[src/rtl/apb_pkg.sv]
// Shared APB slave definitions: FSM state encoding, pprot bit positions
// and default bus/array dimensions.
package apb_pkg;

  typedef enum logic {IDLE, ACCESS} apb_slv_state_e;

  localparam int PPROT_PRIV   = 0;
  localparam int PPROT_NONSEC = 1;
  localparam int PPROT_INSTR  = 2;

  localparam int APB_DATA_W    = 32;
  localparam int APB_ADDR_W    = 10;
  localparam int APB_MEM_DEPTH = 64;

endpackage

[src/rtl/apb_slave_mem.sv]
// Byte-enabled register array: synchronous clear and write, combinational read.
module apb_slave_mem #(
  parameter int DATA_WIDTH = 32,
  parameter int MEM_DEPTH  = 64,
  localparam int BPW = DATA_WIDTH / 8,
  localparam int AW  = (MEM_DEPTH > 1) ? $clog2(MEM_DEPTH) : 1
) (
  input  logic                  clk_i,
  input  logic                  rst_i,
  input  logic                  we_i,
  input  logic [AW-1:0]         waddr_i,
  input  logic [DATA_WIDTH-1:0] wdata_i,
  input  logic [BPW-1:0]        wstrb_i,
  input  logic [AW-1:0]         raddr_i,
  output logic [DATA_WIDTH-1:0] rdata_o
);

  logic [DATA_WIDTH-1:0] mem_q [MEM_DEPTH];

  always_ff @(posedge clk_i) begin
    if (rst_i) begin
      for (int w = 0; w < MEM_DEPTH; w++) mem_q[w] <= '0;
    end else if (we_i) begin
      for (int b = 0; b < BPW; b++)
        if (wstrb_i[b]) mem_q[waddr_i][b*8 +: 8] <= wdata_i[b*8 +: 8];
    end
  end

  // Guard keeps non-power-of-two depths from reading past the array.
  assign rdata_o = (32'(raddr_i) < 32'(MEM_DEPTH)) ? mem_q[raddr_i] : '0;

endmodule

[src/rtl/apb_slave.sv]
// APB completer with optional wait states, address/alignment/secure-region
// error decode and a byte-enabled register array behind it.
module apb_slave
  import apb_pkg::*;
#(
  parameter int DATA_WIDTH   = APB_DATA_W,
  parameter int ADDR_WIDTH   = APB_ADDR_W,
  parameter int MEM_DEPTH    = APB_MEM_DEPTH,
  parameter int WAIT_STATES  = 0,
  parameter int SECURE_WORDS = 4,
  localparam int BPW  = DATA_WIDTH / 8,
  localparam int OFFS = (BPW > 1) ? $clog2(BPW) : 0,
  localparam int AW   = (MEM_DEPTH > 1) ? $clog2(MEM_DEPTH) : 1
) (
  input  logic                  pclk,
  input  logic                  preset,
  input  logic                  psel,
  input  logic                  penable,
  input  logic [ADDR_WIDTH-1:0] paddr,
  input  logic                  pwrite,
  input  logic [DATA_WIDTH-1:0] pwdata,
  input  logic [BPW-1:0]        pstrb,
  input  logic [2:0]            pprot,
  output logic                  pready,
  output logic [DATA_WIDTH-1:0] prdata,
  output logic                  pslverr
);

  apb_slv_state_e        state_q;
  logic [3:0]            cnt_q;
  logic [ADDR_WIDTH-1:0] addr_q;
  logic                  write_q;
  logic [DATA_WIDTH-1:0] wdata_q;
  logic [BPW-1:0]        strb_q;
  logic                  nsec_q;

  logic [ADDR_WIDTH-1:0] idx;
  logic                  err, complete, mem_we;
  logic [DATA_WIDTH-1:0] rdata;
  logic                  unused_prot;

  assign unused_prot = ^{pprot[PPROT_PRIV], pprot[PPROT_INSTR]};

  assign idx = addr_q >> OFFS;
  assign err = (32'(idx) >= 32'(MEM_DEPTH))
            || ((addr_q & ADDR_WIDTH'(BPW - 1)) != '0)
            || (nsec_q && (32'(idx) < 32'(SECURE_WORDS)));

  assign pready   = (state_q == ACCESS) && (cnt_q == 4'd0);
  assign complete = pready && psel && penable;
  assign mem_we   = complete && write_q && !err && !preset;
  assign pslverr  = pready && err;
  assign prdata   = (pready && !write_q && !err) ? rdata : '0;

  // Setup is only accepted from IDLE with penable low; an access phase with
  // psel dropped is an abort and returns to IDLE without touching memory.
  always_ff @(posedge pclk) begin
    if (preset) begin
      state_q <= IDLE;
      cnt_q   <= '0;
      addr_q  <= '0;
      write_q <= 1'b0;
      wdata_q <= '0;
      strb_q  <= '0;
      nsec_q  <= 1'b0;
    end else begin
      case (state_q)
        IDLE: if (psel && !penable) begin
          addr_q  <= paddr;
          write_q <= pwrite;
          wdata_q <= pwdata;
          strb_q  <= pstrb;
          nsec_q  <= pprot[PPROT_NONSEC];
          cnt_q   <= 4'(WAIT_STATES);
          state_q <= ACCESS;
        end
        ACCESS: begin
          if (!psel) begin
            cnt_q   <= '0;
            state_q <= IDLE;
          end else if (penable) begin
            if (cnt_q != 4'd0) cnt_q <= cnt_q - 4'd1;
            else               state_q <= IDLE;
          end
        end
        default: state_q <= IDLE;
      endcase
    end
  end

  apb_slave_mem #(
    .DATA_WIDTH (DATA_WIDTH),
    .MEM_DEPTH  (MEM_DEPTH)
  ) u_mem (
    .clk_i   (pclk),
    .rst_i   (preset),
    .we_i    (mem_we),
    .waddr_i (idx[AW-1:0]),
    .wdata_i (wdata_q),
    .wstrb_i (strb_q),
    .raddr_i (idx[AW-1:0]),
    .rdata_o (rdata)
  );

endmodule

[config.mk]
export PLATFORM = sky130hd
export DESIGN_NAME = apb_slave
export DESIGN_NICKNAME = d
export VERILOG_FILES = /design/src/rtl/apb_pkg.sv /design/src/rtl/apb_slave_mem.sv /design/src/rtl/apb_slave.sv
export SDC_FILE = /design/constraint.sdc
export NUM_CORES = 2
export LEC_CHECK = 0
export CORE_MARGIN = 2
export CORE_UTILIZATION = 50
export DETAILED_ROUTE_END_ITERATION = 8
export PLACE_DENSITY = 0.66
export SLEW_MARGIN = 20
export SYNTH_ARGS = -nofsm -noshare
export SYNTH_HDL_FRONTEND = slang
export SYNTH_SLANG_ARGS = --single-unit
[constraint.sdc]
create_clock -name pclk -period 7.1 [get_ports pclk]
set_input_delay 0.71 -clock pclk [delete_from_list [all_inputs] [get_ports pclk]]
set_output_delay 0.71 -clock pclk [all_outputs]
set_load 0.01 [all_outputs]
==> summary.txt <==
LEAKAGE: 31.80 nW
Register area share after synthesis: 67.75%
CTS tree: built
Synthesized net count: 6,454
HP Class: in2reg
Routed WL: 256,200 um
Fillcell total: 14,496
Final Setup Violations: 0
Ports: 88
Nets: 6,264
Prevailing post-synth register cell: edfxtp_1
Final GP Congestion: 0.8683
RSZ-0062 raised after global routing: false
PostCTS Resize Cnt: 0
Port Buf Inserts: 85
Total CTS buffers: 210
Drt first pass iters: 6
Hold Slack: 403.1 ps
P&R area growth vs syn: 9.550%
Final period utilization: 83.84%
Critical Path Start Type: flop
Crit-path max cell delay: 970 ps
Slowest cell on the critical path: dfxtp_4
Max_cap viols: 0
Worst path cell trace: buf_4, mux4_2, mux2i_1, o22ai_1, nor3_1, a311oi_1, clkdlybuf4s50_1
Finished Core Util: 55.24%
Largest net degree at the start of global routing: 137
Slew Limit Headroom: 15.71%
DR WL/cell: 28.96 um
Synth top area cells: edfxtp_1, mux4_2, nor2_1, o21bai_1, buf_2
Status: complete, no violations
Clk Latency, worst-skew pair: 850 ps
H-tree depth: 4
Rows: 157
Vias: 54,902
Fin crit period: 5953 ps
Share of layout cells above drive strength 1: 16.72%
Ys async rst share: 0%
Hold Path Depth: 2
Post-synth EDFFs: 2,048
Slew Limit Fails: 0
Synth top area share: 66.48%
Endpoints failing hold: 0
TNS Setup: 0 ps
Initial antenna violation count: 1
Biggest area consumer among synthesized cells: edfxtp_1
Setup Crit Path Kind: reg2out
DRT iter0 DRCs: 7,654
Vias/cell: 6.204
Worst setup EP type: output port
Antenna Nets Post-Route: 0
Die extent in y: 434.1 um
CP arrival: 5240 ps
Setup repair bufs after CTS: 0
F_max: 168.0 MHz
Die ar.: 188,500 um2
Post-synthesis cell type count: 57
Synth Cell Area: 92,510 um2
R2R depth: 6
Clock sinks: 2,107
CTS Buffer Depth: 3
Post-Synthesis Cells: 6,399
Global-route wire length before repair: 372,300 um
Max IR drop VDD: 290.1 uV
Drt drc: 0
Worst EP required: 6390 ps
Worst-path maximum fanout: 36
Setup slack after layout: 1147 ps
Clock root buffer: clkbuf_16
Initial Util: 50.42%
GRT Residual Overflow: 0
Total power per unit cell area: 260.2 nW/um2
FF+latch count, synth: 2,107
Die Width: 434.1 um
Pre-CTS WS: 1980 ps
Vias in the first global route: 54,504
Synthesized area per cell: 14.46 um2
Overall routing resource usage: 27.40%
Synth Warn #: 0
Core Region: 183,500 um2
Worst clock skew: 37.35 ps
Hold buffer count at CTS: 0
Placed wire-length estimate: 156,000 um
Tightest Pin Transition: 1248 ps
Power Total: 26.37 mW
Worst-path clk slew: 60 ps
## metrics by stage
| step | cell area [um2] | instances |
|---|---|---|
| finish | 101300 | 8849 |
| CTS | 101300 | 8847 |
| floorplan | 92510 | 6399 |
| global placement | 94770 | 8461 |
| detailed placement | 94770 | 8461 |
| global route | 101300 | 8847 |
## registers in the layout, summed over array words and instances (netlist names), named ones only
signal       cells
wdata_q         32
state_q          1
write_q          1
strb_q           4
u_mem.mem_q   2048
nsec_q           1
cnt_q            4
addr_q          10
## cell usage in the layout (no fill, tap or decap), types with 41 or more instances in the layout
cell and n:
nor2_1 2085, edfxtp_1 2048, mux4_2 540, o21bai_1 254
nand2_1 240, clkbuf_16 215, buf_4 152, mux2i_1 116
a21oi_1 98, clkdlybuf4s50_1 84, clkinv_2 55, dfxtp_1 53
clkinv_1 48, clkbuf_1 41
## synthesized netlist by cell type (all sizes together) (3+ instances only)
library cell / count
nor2: 2085
edfxtp: 2048
mux4: 548
buf: 343
clkbuf: 307
nand2: 276
o21bai: 256
mux2i: 116
a21oi: 98
dfxtp: 59
o21ai: 33
a22oi: 20
o22ai: 17
a221oi: 15
a211oi: 14
and3: 14
nor2b: 14
nor3: 14
a31oi: 13
a311oi: 11
nand3: 10
o211ai: 10
inv: 9
o221ai: 8
and2: 7
mux2: 7
nor3b: 7
nand2b: 5
nor4: 5
and3b: 4
or3: 3
xnor2: 3
## critical path: cells and delay by family (launching register included)
kind,cells,cell delay (ps)
AOI/OAI and AO/OA,2,480
DFF,1,970
muxes,2,850
and+or+nand+nor,1,730
buffers and inverters,2,1280
## logic make-up after synthesis
family / after synthesis / share of synthesized area (%)
muxes: 671 / 14.71
adders and majority gates: 1 / 0.01352
xor gates and xnor gates: 3 / 0.02841
and+or+nand+nor: 2450 / 10.26
DFF: 2107 / 67.75
AOI/OAI and AO/OA: 506 / 3.776
buffers and inverters: 661 / 3.456
## report_power, final
group	total, mW	leakage [nW]	switching (mW)	internal [mW]
clock	10.7	3.25	4.72	6.03
sequential	14.1	21.7	0.136	14.0
combinational	1.49	6.87	0.921	0.565
total	26.4	31.8	5.77	20.6
## path summary, 6_finish.rpt
path                     startpoint  slack, ps                                to
min                          preset        400          wdata_q[11]$_SDFFE_PP0P_
max                            flop       1150                        prdata[28]
min reg2reg  addr_q[8]$_SDFFE_PP0P_        460            addr_q[8]$_SDFFE_PP0P_
max reg2reg  addr_q[9]$_SDFFE_PP0P_       3530  u_mem.mem_q[37][7]$_SDFFCE_PN0P_
## area by class of cell
type | count | area, um2 | area share, %
repair buffers | 250 | 2257 | 2.227
diodes | 2 | 5.005 | 0.004938
inverters | 9 | 41.29 | 0.04074
well taps | 2464 | 3083 | 3.042
clock buffers | 256 | 5534 | 5.461
flip-flops and latches | 2107 | 62700 | 61.86
multi-input cells | 3631 | 26710 | 26.35
clock inverters | 130 | 1021 | 1.007
## per-layer routing
layer	vias up	global-route usage (%)	share of wire (%)
met2	3161	43.06	47
li1	23090	-	-
met5	-	0	0.0055
met1	28193	37.96	38
met4	2	11.57	4.5
met3	456	4.881	11
Power figures use the tool's default switching activity.
